$ cat config.mk
export PLATFORM = sky130hd
export DESIGN_NAME = ram_port_arbiter_flat
export DESIGN_NICKNAME = d
export VERILOG_FILES = /design/src/rtl/ram_port_arbiter_if.sv /design/src/rtl/ram_port_arbiter.sv /design/src/flat_wrapper.sv
export SDC_FILE = /design/constraint.sdc
export NUM_CORES = 1
export LEC_CHECK = 0
export CORE_ASPECT_RATIO = 0.7
export CORE_MARGIN = 1.5
export CORE_UTILIZATION = 39
export CTS_BUF_LIST = sky130_fd_sc_hd__clkbuf_4 sky130_fd_sc_hd__clkbuf_8
export CTS_CLUSTER_SIZE = 16
export DETAILED_ROUTE_END_ITERATION = 8
export PLACE_DENSITY = 0.89
export SYNTH_ARGS = -nofsm -noshare
export SYNTH_HDL_FRONTEND = slang
export SYNTH_SLANG_ARGS = --single-unit
$ cat constraint.sdc
create_clock -name clk_i -period 4.54 [get_ports clk_i]
set_clock_uncertainty 0.1 [all_clocks]
set_input_delay 0.454 -clock clk_i [delete_from_list [all_inputs] [get_ports clk_i]]
set_output_delay 0.454 -clock clk_i [all_outputs]
set_load 0.005 [all_outputs]
$ cat src/rtl/ram_port_arbiter_if.sv
// Request/response bundle for one data-RAM requester.
// Ports: req/we/addr/wdata/be toward arbiter; gnt/rvalid/rdata back.
interface ram_port_arbiter_if #(
  parameter int DATA_WIDTH = 32,
  parameter int ADDR_WIDTH = 10
);
  logic                  req;
  logic                  we;
  logic [ADDR_WIDTH-1:0] addr;
  logic [DATA_WIDTH-1:0] wdata;
  logic [3:0]            be;
  logic                  gnt;
  logic                  rvalid;
  logic [DATA_WIDTH-1:0] rdata;

  modport master (
    output req, we, addr, wdata, be,
    input  gnt, rvalid, rdata
  );

  modport slave (
    input  req, we, addr, wdata, be,
    output gnt, rvalid, rdata
  );
endinterface

$ cat src/rtl/ram_port_arbiter.sv
// Round-robin arbiter sharing the data RAM between core (C) and debug (D).
// Ports: clk_i, reset_ni (sync, active-low), c_if/d_if requester
// bundles, ram_* RAM command side, ram_rdata_i read return.
// Define RAM_ARB_LOCK_EN to add d_lock_i and the OPEN/LOCKED FSM.
module ram_port_arbiter #(
  parameter int DATA_WIDTH = 32,
  parameter int ADDR_WIDTH = 10,
  parameter int RD_LATENCY = 1
) (
  input  logic                  clk_i,
  input  logic                  reset_ni,
`ifdef RAM_ARB_LOCK_EN
  input  logic                  d_lock_i,
`endif
  ram_port_arbiter_if.slave     c_if,
  ram_port_arbiter_if.slave     d_if,
  output logic                  ram_en_o,
  output logic                  ram_we_o,
  output logic [ADDR_WIDTH-1:0] ram_addr_o,
  output logic [DATA_WIDTH-1:0] ram_wdata_o,
  output logic [3:0]            ram_be_o,
  input  logic [DATA_WIDTH-1:0] ram_rdata_i
);

  localparam logic PORT_C = 1'b0;
  localparam logic PORT_D = 1'b1;

  logic rr_q;
  logic c_ok;
  logic c_win, d_win;
  logic c_gnt, d_gnt;
  logic locked, lock_exit;

  logic [RD_LATENCY-1:0] tag_v;
  logic [RD_LATENCY-1:0] tag_d;
  logic c_rv, d_rv;
  logic [DATA_WIDTH-1:0] c_hold, d_hold;

`ifdef RAM_ARB_LOCK_EN
  typedef enum logic {OPEN, LOCKED} lock_e;
  lock_e state_q, state_d;

  always_ff @(posedge clk_i) begin
    if (!reset_ni) state_q <= OPEN;
    else           state_q <= state_d;
  end

  always_comb begin
    state_d = state_q;
    case (state_q)
      OPEN:   if (d_gnt && d_lock_i) state_d = LOCKED;
      LOCKED: if (!d_lock_i)         state_d = OPEN;
    endcase
  end

  // C stays blocked through the cycle that drops the lock.
  assign locked    = (state_q == LOCKED);
  assign lock_exit = locked & ~d_lock_i;
`else
  assign locked    = 1'b0;
  assign lock_exit = 1'b0;
`endif

  assign c_ok  = ~locked;
  assign c_win = c_if.req & c_ok &
                 (~d_if.req | (rr_q == PORT_C));
  assign d_win = d_if.req & ~c_win;

  // Reset masks grants combinationally.
  assign c_gnt = reset_ni & c_win;
  assign d_gnt = reset_ni & d_win;

  assign c_if.gnt = c_gnt;
  assign d_if.gnt = d_gnt;

  assign ram_en_o    = c_gnt | d_gnt;
  assign ram_we_o    = d_gnt ? d_if.we : (c_gnt & c_if.we);
  assign ram_addr_o  = d_gnt ? d_if.addr  : c_if.addr;
  assign ram_wdata_o = d_gnt ? d_if.wdata : c_if.wdata;
  assign ram_be_o    = d_gnt ? d_if.be    : c_if.be;

  always_ff @(posedge clk_i) begin
    if (!reset_ni)
      rr_q <= PORT_C;
    else if (lock_exit)
      rr_q <= PORT_C;
    else if (!locked && ram_en_o)
      rr_q <= d_gnt ? PORT_C : PORT_D;
  end

  // tag_v/tag_d: valid and owner (1 = D) of each read in flight.
  always_ff @(posedge clk_i) begin
    if (!reset_ni) begin
      tag_v <= '0;
      tag_d <= '0;
    end else begin
      tag_v[0] <= ram_en_o & ~ram_we_o;
      tag_d[0] <= d_gnt;
      for (int i = 1; i < RD_LATENCY; i++) begin
        tag_v[i] <= tag_v[i-1];
        tag_d[i] <= tag_d[i-1];
      end
    end
  end

  assign c_rv = tag_v[RD_LATENCY-1] & ~tag_d[RD_LATENCY-1];
  assign d_rv = tag_v[RD_LATENCY-1] &  tag_d[RD_LATENCY-1];

  always_ff @(posedge clk_i) begin
    if (!reset_ni) begin
      c_hold <= '0;
      d_hold <= '0;
    end else begin
      if (c_rv) c_hold <= ram_rdata_i;
      if (d_rv) d_hold <= ram_rdata_i;
    end
  end

  assign c_if.rvalid = c_rv;
  assign d_if.rvalid = d_rv;
  assign c_if.rdata  = c_rv ? ram_rdata_i : c_hold;
  assign d_if.rdata  = d_rv ? ram_rdata_i : d_hold;

endmodule

$ cat src/flat_wrapper.sv
// flat-port wrapper written by rule: the top's interface ports become plain ports
module ram_port_arbiter_flat 
#(
  parameter int DATA_WIDTH = 32,
  parameter int ADDR_WIDTH = 10,
  parameter int RD_LATENCY = 1
)
  (clk_i, reset_ni, ram_en_o, ram_we_o, ram_addr_o, ram_wdata_o, ram_be_o, ram_rdata_i, c_if_req, c_if_we, c_if_addr, c_if_wdata, c_if_be, c_if_gnt, c_if_rvalid, c_if_rdata, d_if_req, d_if_we, d_if_addr, d_if_wdata, d_if_be, d_if_gnt, d_if_rvalid, d_if_rdata);
  ram_port_arbiter_if #(.DATA_WIDTH(DATA_WIDTH), .ADDR_WIDTH(ADDR_WIDTH)) c_if_i ();
  ram_port_arbiter_if #(.DATA_WIDTH(DATA_WIDTH), .ADDR_WIDTH(ADDR_WIDTH)) d_if_i ();
  input  logic clk_i;
  input  logic reset_ni;
  output logic ram_en_o;
  output logic ram_we_o;
  output logic [ADDR_WIDTH-1:0] ram_addr_o;
  output logic [DATA_WIDTH-1:0] ram_wdata_o;
  output logic [3:0] ram_be_o;
  input  logic [DATA_WIDTH-1:0] ram_rdata_i;
  input wire logic [$bits(c_if_i.req)-1:0] c_if_req;
  input wire logic [$bits(c_if_i.we)-1:0] c_if_we;
  input wire logic [$bits(c_if_i.addr)-1:0] c_if_addr;
  input wire logic [$bits(c_if_i.wdata)-1:0] c_if_wdata;
  input wire logic [$bits(c_if_i.be)-1:0] c_if_be;
  output wire logic [$bits(c_if_i.gnt)-1:0] c_if_gnt;
  output wire logic [$bits(c_if_i.rvalid)-1:0] c_if_rvalid;
  output wire logic [$bits(c_if_i.rdata)-1:0] c_if_rdata;
  input wire logic [$bits(d_if_i.req)-1:0] d_if_req;
  input wire logic [$bits(d_if_i.we)-1:0] d_if_we;
  input wire logic [$bits(d_if_i.addr)-1:0] d_if_addr;
  input wire logic [$bits(d_if_i.wdata)-1:0] d_if_wdata;
  input wire logic [$bits(d_if_i.be)-1:0] d_if_be;
  output wire logic [$bits(d_if_i.gnt)-1:0] d_if_gnt;
  output wire logic [$bits(d_if_i.rvalid)-1:0] d_if_rvalid;
  output wire logic [$bits(d_if_i.rdata)-1:0] d_if_rdata;
  assign c_if_i.req = c_if_req;
  assign c_if_i.we = c_if_we;
  assign c_if_i.addr = c_if_addr;
  assign c_if_i.wdata = c_if_wdata;
  assign c_if_i.be = c_if_be;
  assign c_if_gnt = c_if_i.gnt;
  assign c_if_rvalid = c_if_i.rvalid;
  assign c_if_rdata = c_if_i.rdata;
  assign d_if_i.req = d_if_req;
  assign d_if_i.we = d_if_we;
  assign d_if_i.addr = d_if_addr;
  assign d_if_i.wdata = d_if_wdata;
  assign d_if_i.be = d_if_be;
  assign d_if_gnt = d_if_i.gnt;
  assign d_if_rvalid = d_if_i.rvalid;
  assign d_if_rdata = d_if_i.rdata;
  ram_port_arbiter #(.DATA_WIDTH(DATA_WIDTH), .ADDR_WIDTH(ADDR_WIDTH), .RD_LATENCY(RD_LATENCY)) u_core (.clk_i(clk_i), .reset_ni(reset_ni), .c_if(c_if_i), .d_if(d_if_i), .ram_en_o(ram_en_o), .ram_we_o(ram_we_o), .ram_addr_o(ram_addr_o), .ram_wdata_o(ram_wdata_o), .ram_be_o(ram_be_o), .ram_rdata_i(ram_rdata_i));
endmodule
==> results of run 1 <==
-- final timing paths --
| kind | start | end | slack [ns] | depth (start not counted) |
|---|---|---|---|---|
| worst max-delay path | d_if_req | ram_be_o[2] | 1.33 | 4 |
| worst min-delay path | u_core.d_hold[19] | u_core.d_hold[19] | 0.48 | 2 |
| worst max register to register | u_core.tag_d | u_core.c_hold[31] | 2.49 | 4 |
| worst min register to register | u_core.d_hold[19] | u_core.d_hold[19] | 0.48 | 2 |
-- kinds of logic (layout without fill, tap and decap cells) --
group,count (synthesis),after routing,synth area share
multiplexers,110,110,0.4198
AND/OR/NAND/NOR,79,79,0.1396
flip-flops,67,67,0.3866
buffers and inverters,22,267,0.04832
AO/OA/AOI/OAI,3,3,0.005770
-- registers in the layout, indices dropped and copies added (netlist names) --
register       count
u_core.d_hold     32
u_core.tag_d       1
u_core.rr_q        1
u_core.c_hold     32
u_core.tag_v       1
-- worst min-delay path, cell delays in order, from the launching register on --
cell,delay [ns]
dfxtp_1,0.30
mux2_2,0.14
and2_1,0.11
-- cell type report --
| type | instances | area, um^2 | area share |
|---|---|---|---|
| multi-input combinational | 192 | 1963 | 0.3186 |
| tap | 120 | 150.1 | 0.02437 |
| timing repair buffer | 248 | 2475 | 0.4017 |
| sequential | 67 | 1341 | 0.2177 |
| clock inverter | 6 | 88.84 | 0.01442 |
| clock buffer | 10 | 131.4 | 0.02132 |
| inverter | 3 | 11.26 | 0.001828 |
-- power groups by stage --
stage / Combinational [uW] / Clock (uW) / Sequential, uW
2_1_floorplan: 161 / 0 / 624
3_3_place_gp: 414 / 0 / 625
3_5_place_dp: 420 / 0 / 626
4_1_cts: 424 / 560 / 613
5_1_grt: 444 / 586 / 614
6_report: 420 / 545 / 613
-- stage by stage --
| stage | hold slack (ns) | cell area, um^2 | cells |
|---|---|---|---|
| after floorplan | 0.3630 | 3470 | 281 |
| after global placement | 0.3847 | 5941 | 630 |
| after detailed placement | 0.4523 | 5941 | 630 |
| after CTS | 0.4631 | 6161 | 646 |
| after global routing | 0.4965 | 6161 | 646 |
| final | 0.4804 | 6161 | 646 |
-- layer usage --
metal,up-vias,track usage,part of all wire
li1,1432,-,-
met4,0,0.07927,0.014
met1,1389,0.2364,0.38
met3,13,0.09594,0.099
met2,132,0.4302,0.51
met5,-,0,0
-- cells in the final DEF (no fill, tap or decap) --
cell and count:
mux2_4 58, nand2b_4 1, buf_4 3, clkbuf_4 1, nand2_1 6, clkbuf_8 9, nand2b_2 1, a21oi_1 1
o22ai_1 1, clkinv_2 1, mux2_2 52, clkdlybuf4s50_1 245, and2_1 64, inv_1 3, o32ai_1 1, and3_4 1
inv_6 1, bufinv_16 2, nor2_1 3, and3_1 1, dfxtp_1 67, nand2b_1 2, clkinvlp_4 2
==> run metrics, run 1 <==
outcome finished, final reports clean; CTS buffer count 9; total wire length 11,550 um; Initial Util 0.4059; vias 2,966; crit-path cells clkdlybuf4s50_1, and3_4, mux2_2, clkdlybuf4s50_1; leakage 0.002597 uW; gr usage total 0.2309; FP Rows 28; synth warn 0; wire length of the first global-routing pass 16,360 um; cts repair resizes 0; Worst-path clk slew 0.07 ns; Fillers 652; TritonCTS clock tree yes; Die Width 115.7 um; antenna violations before repair 0; Psw 357.3 uW; DR iter-0 viols 95; HPWL Detailed 9020 um; later-pin clock latency in the skew report 0.32 ns; synthesis-stage register bit count 67; Internal Pwr Total 1221 uW; worst-case clock buffer depth 2; Primary FF master, synth dfxtp_1; top cells by count, synth dfxtp_1 (67), and2_1 (64), mux2_4 (58); First-pass DRT Iterations 4; Setup Total Neg Slack 0 ns; Clk pwr share 0.345; VDD IR-drop max 0.2303 mV; Max FO, Critical Path 47; post-synth top area share 0.3866; die area 9480 um^2; Critical Path Most Common Cell clkdlybuf4s50_1; routability cong. 0.9399; Synth Cell Area 3470 um^2; remaining global-route overflow 0; Final Hold Violating Endpoints 0; proportion of layout cells with a drive suffix above 1 0.2510; Synth Instances 281; RSZ-0062 raised after global routing false; number of diodes 0; wire per inst 17.89 um; CP Capture Type output pin; Net Sw Frac 0.2264; Sink Count 67; number of enable flip-flop cells after synthesis 0; Netlist cell types 18; Final period util 0.7062; min setup slack post-route 1.334 ns; Synth Net Count 411; H-tree levels 3; HP Class register to register; root buffer cell clkbuf_8; max-slew violation count 0; area added between synthesis and finish 77.57%; most area-consuming cells after synthesis dfxtp_1 (39%), mux2_4 (25%), mux2_2 (17%), and2_1 (12%), buf_12 (1.7%); post-CTS setup buffers 0; vias per cell 4.591; CP peak stage delay 0.71 ns; Seq pwr share 0.388; Antenna Violating Nets Remaining 0; Final nets 651; Worst setup SP type primary input; Worst Tran Pin Value 0.7656 ns; slew margin rel. 0.4896; Pwr Density 256.1 nW/um^2; combinational group share of total power 0.266; Seq/Total Area, Yosys 0.3866; final setup violating endpoints 0; Hold Buf Count CTS 0; Die H 81.92 um; asr flop ratio synth 0; Worst Path Arrival 2.65 ns; dpl ws 1.343 ns; CP delay by family, top buffers and inverters; worst endpoint required time 3.99 ns; I/O pin cnt 246; vias in the first global route 3,001; count leader, synth dfxtp_1; max cap viols 0; largest net degree at the start of global routing 70; Setup CP Type primary input to output pin; syn avg cell area 12.35 um^2; Max Fclk 311.9 MHz; CORE AREA 8548 um^2; fin util 0.7207; Tot Pwr 1578 uW; IO Port Bufs 245; Final min period 3.206 ns; Slowest-stage cell, CP and3_4; largest area contributor in the netlist dfxtp_1; number of remaining DRC errors 0; WP buf/inv 2
Note: power is estimated with default switching activity, not from simulation.
==> run 2: changes to the inputs <==
- CORE_UTILIZATION: 39 -> 36
- PLACE_DENSITY: 0.89 -> 0.83
- clock period: 4.54 -> 3.3 ns (I/O delays scaled with it)
==> run 2 against run 1 <==
Effect of this change: power rose by 38%; sequential power up 38%; setup slack worse by 0.89 ns; cell count increased by 0.93%; die area rose by 8.1%; sequential cell count stayed put; critical endpoint is now c_if_rdata[7]; largest cell class unchanged; highest routed layer unchanged.
==> run metrics, run 2 (synthesis results as in run 1) <==
proportion of layout cells with a drive suffix above 1 0.2538; crit-path cells nand2b_2, buf_4, mux2_4, clkdlybuf4s50_1; RSZ-0062 raised after global routing false; worst-case clock buffer depth 2; DR iter-0 viols 73; most common cell after layout, fill and taps aside clkdlybuf4s50_1; I/O pin cnt 246; combinational group share of total power 0.269; Die H 85.14 um; WP buf/inv 2; post-CTS setup buffers 0; Max FO, Critical Path 21; slew margin rel. 0.4917; H-tree levels 3; HPWL Detailed 9279 um; later-pin clock latency in the skew report 0.32 ns; Clk pwr share 0.343; area added between synthesis and finish 78.51%; root buffer cell clkbuf_8; die area 10,240 um^2; Final period util 0.8643; number of remaining DRC errors 0; antenna violations before repair 0; wire per inst 18.17 um; worst endpoint required time 2.87 ns; CP peak stage delay 0.61 ns; CP Capture Type output pin; final setup violating endpoints 0; dpl ws 0.4940 ns; Sink Count 67; Final nets 653; Slowest-stage cell, CP nand2b_2; leakage 0.002610 uW; Initial Util 0.3765; HP Class register to register; Internal Pwr Total 1682 uW; Worst Path Arrival 2.42 ns; largest registers u_core.c_hold: 32 flops, u_core.d_hold: 32 flops; routability cong. 0.7836; Setup Total Neg Slack 0 ns; Psw 492.2 uW; Antenna Violating Nets Remaining 0; TritonCTS clock tree yes; vias per cell 4.532; max-slew violation count 0; total wire length 11,850 um; Seq. cell area 1341 um^2; largest net degree at the start of global routing 70; CP delay by family, top buffers and inverters; vias 2,955; wire length of the first global-routing pass 17,710 um; Final min period 2.852 ns; gr usage total 0.2251; Die Width 120.3 um; CTS buffer count 9; vias in the first global route 3,207; Setup CP Type register to output pin; outcome finished, final reports clean; most frequent cells in the layout clkdlybuf4s50_1 (245), dfxtp_1 (67), and2_1 (64); max cap viols 0; Pwr Density 351.1 nW/um^2; number of diodes 0; IO Port Bufs 245; min setup slack post-route 0.4477 ns; Worst setup SP type register; CORE AREA 9216 um^2; Max Fclk 350.6 MHz; Tot Pwr 2174 uW; FP Rows 29; Fillers 710; Hold Buf Count CTS 0; Final Hold Violating Endpoints 0; Seq pwr share 0.388; First-pass DRT Iterations 4; Min Hold Slack 0.4285 ns; fin util 0.6720; VDD IR-drop max 0.2838 mV; Worst-path clk slew 0.07 ns; cts repair resizes 0; remaining global-route overflow 0; Net Sw Frac 0.2264; Worst Tran Pin Value 0.7624 ns; Multi-input gate area 1963 um^2
run 2: cell count changes in the layout (fill, tap and decap cells not counted), sizes merged:
cell  change
buf       +2
run 2: path summary, 6_finish.rpt:
| check | cells after the start | to | from | slack (ns) |
|---|---|---|---|---|
| hold reg to reg | 2 | u_core.rr_q | u_core.rr_q | 0.43 |
| hold / removal | 2 | u_core.rr_q | u_core.rr_q | 0.43 |
| setup reg to reg | 4 | u_core.c_hold[7] | u_core.tag_d | 1.30 |
| setup / recovery | 4 | c_if_rdata[7] | u_core.tag_d | 0.45 |
run 2: routing by layer:
layer / GRT usage / up-vias / part of all wire
li1: - / 1430 / -
met1: 0.2435 / 1386 / 0.38
met2: 0.4239 / 130 / 0.51
met3: 0.08132 / 9 / 0.092
met4: 0.04706 / 0 / 0.011
met5: 0 / - / 0
run 2: power by group through the flow:
stage	Clock, uW	Sequential (uW)	Combinational (uW)
finish	746	843	585
global route	806	845	616
CTS	769	843	590
detailed placement	0	862	585
global placement	0	860	577
floorplan	0	859	222
run 2: stage by stage:
step / std cells / area, um^2
5_1_grt: 652 / 6193
2_1_floorplan: 281 / 3470
6_report: 652 / 6193
3_5_place_dp: 636 / 5973
3_3_place_gp: 636 / 5973
4_1_cts: 652 / 6193
run 2: final cells by class:
type	count	share of cell area
flip-flops and latches	67	0.2166
clock buffers	10	0.02121
multi-input cells	192	0.3170
inverters	3	0.001818
clock inverters	6	0.01434
well taps	124	0.02505
repair buffers	250	0.4040
run 2: worst reg2reg max path: cells and delay by family (launching register included):
kind	cells	cell delay [ns]
buf+inv	1	0.36
simple gates	2	0.78
flops	1	0.33
mux	1	0.33
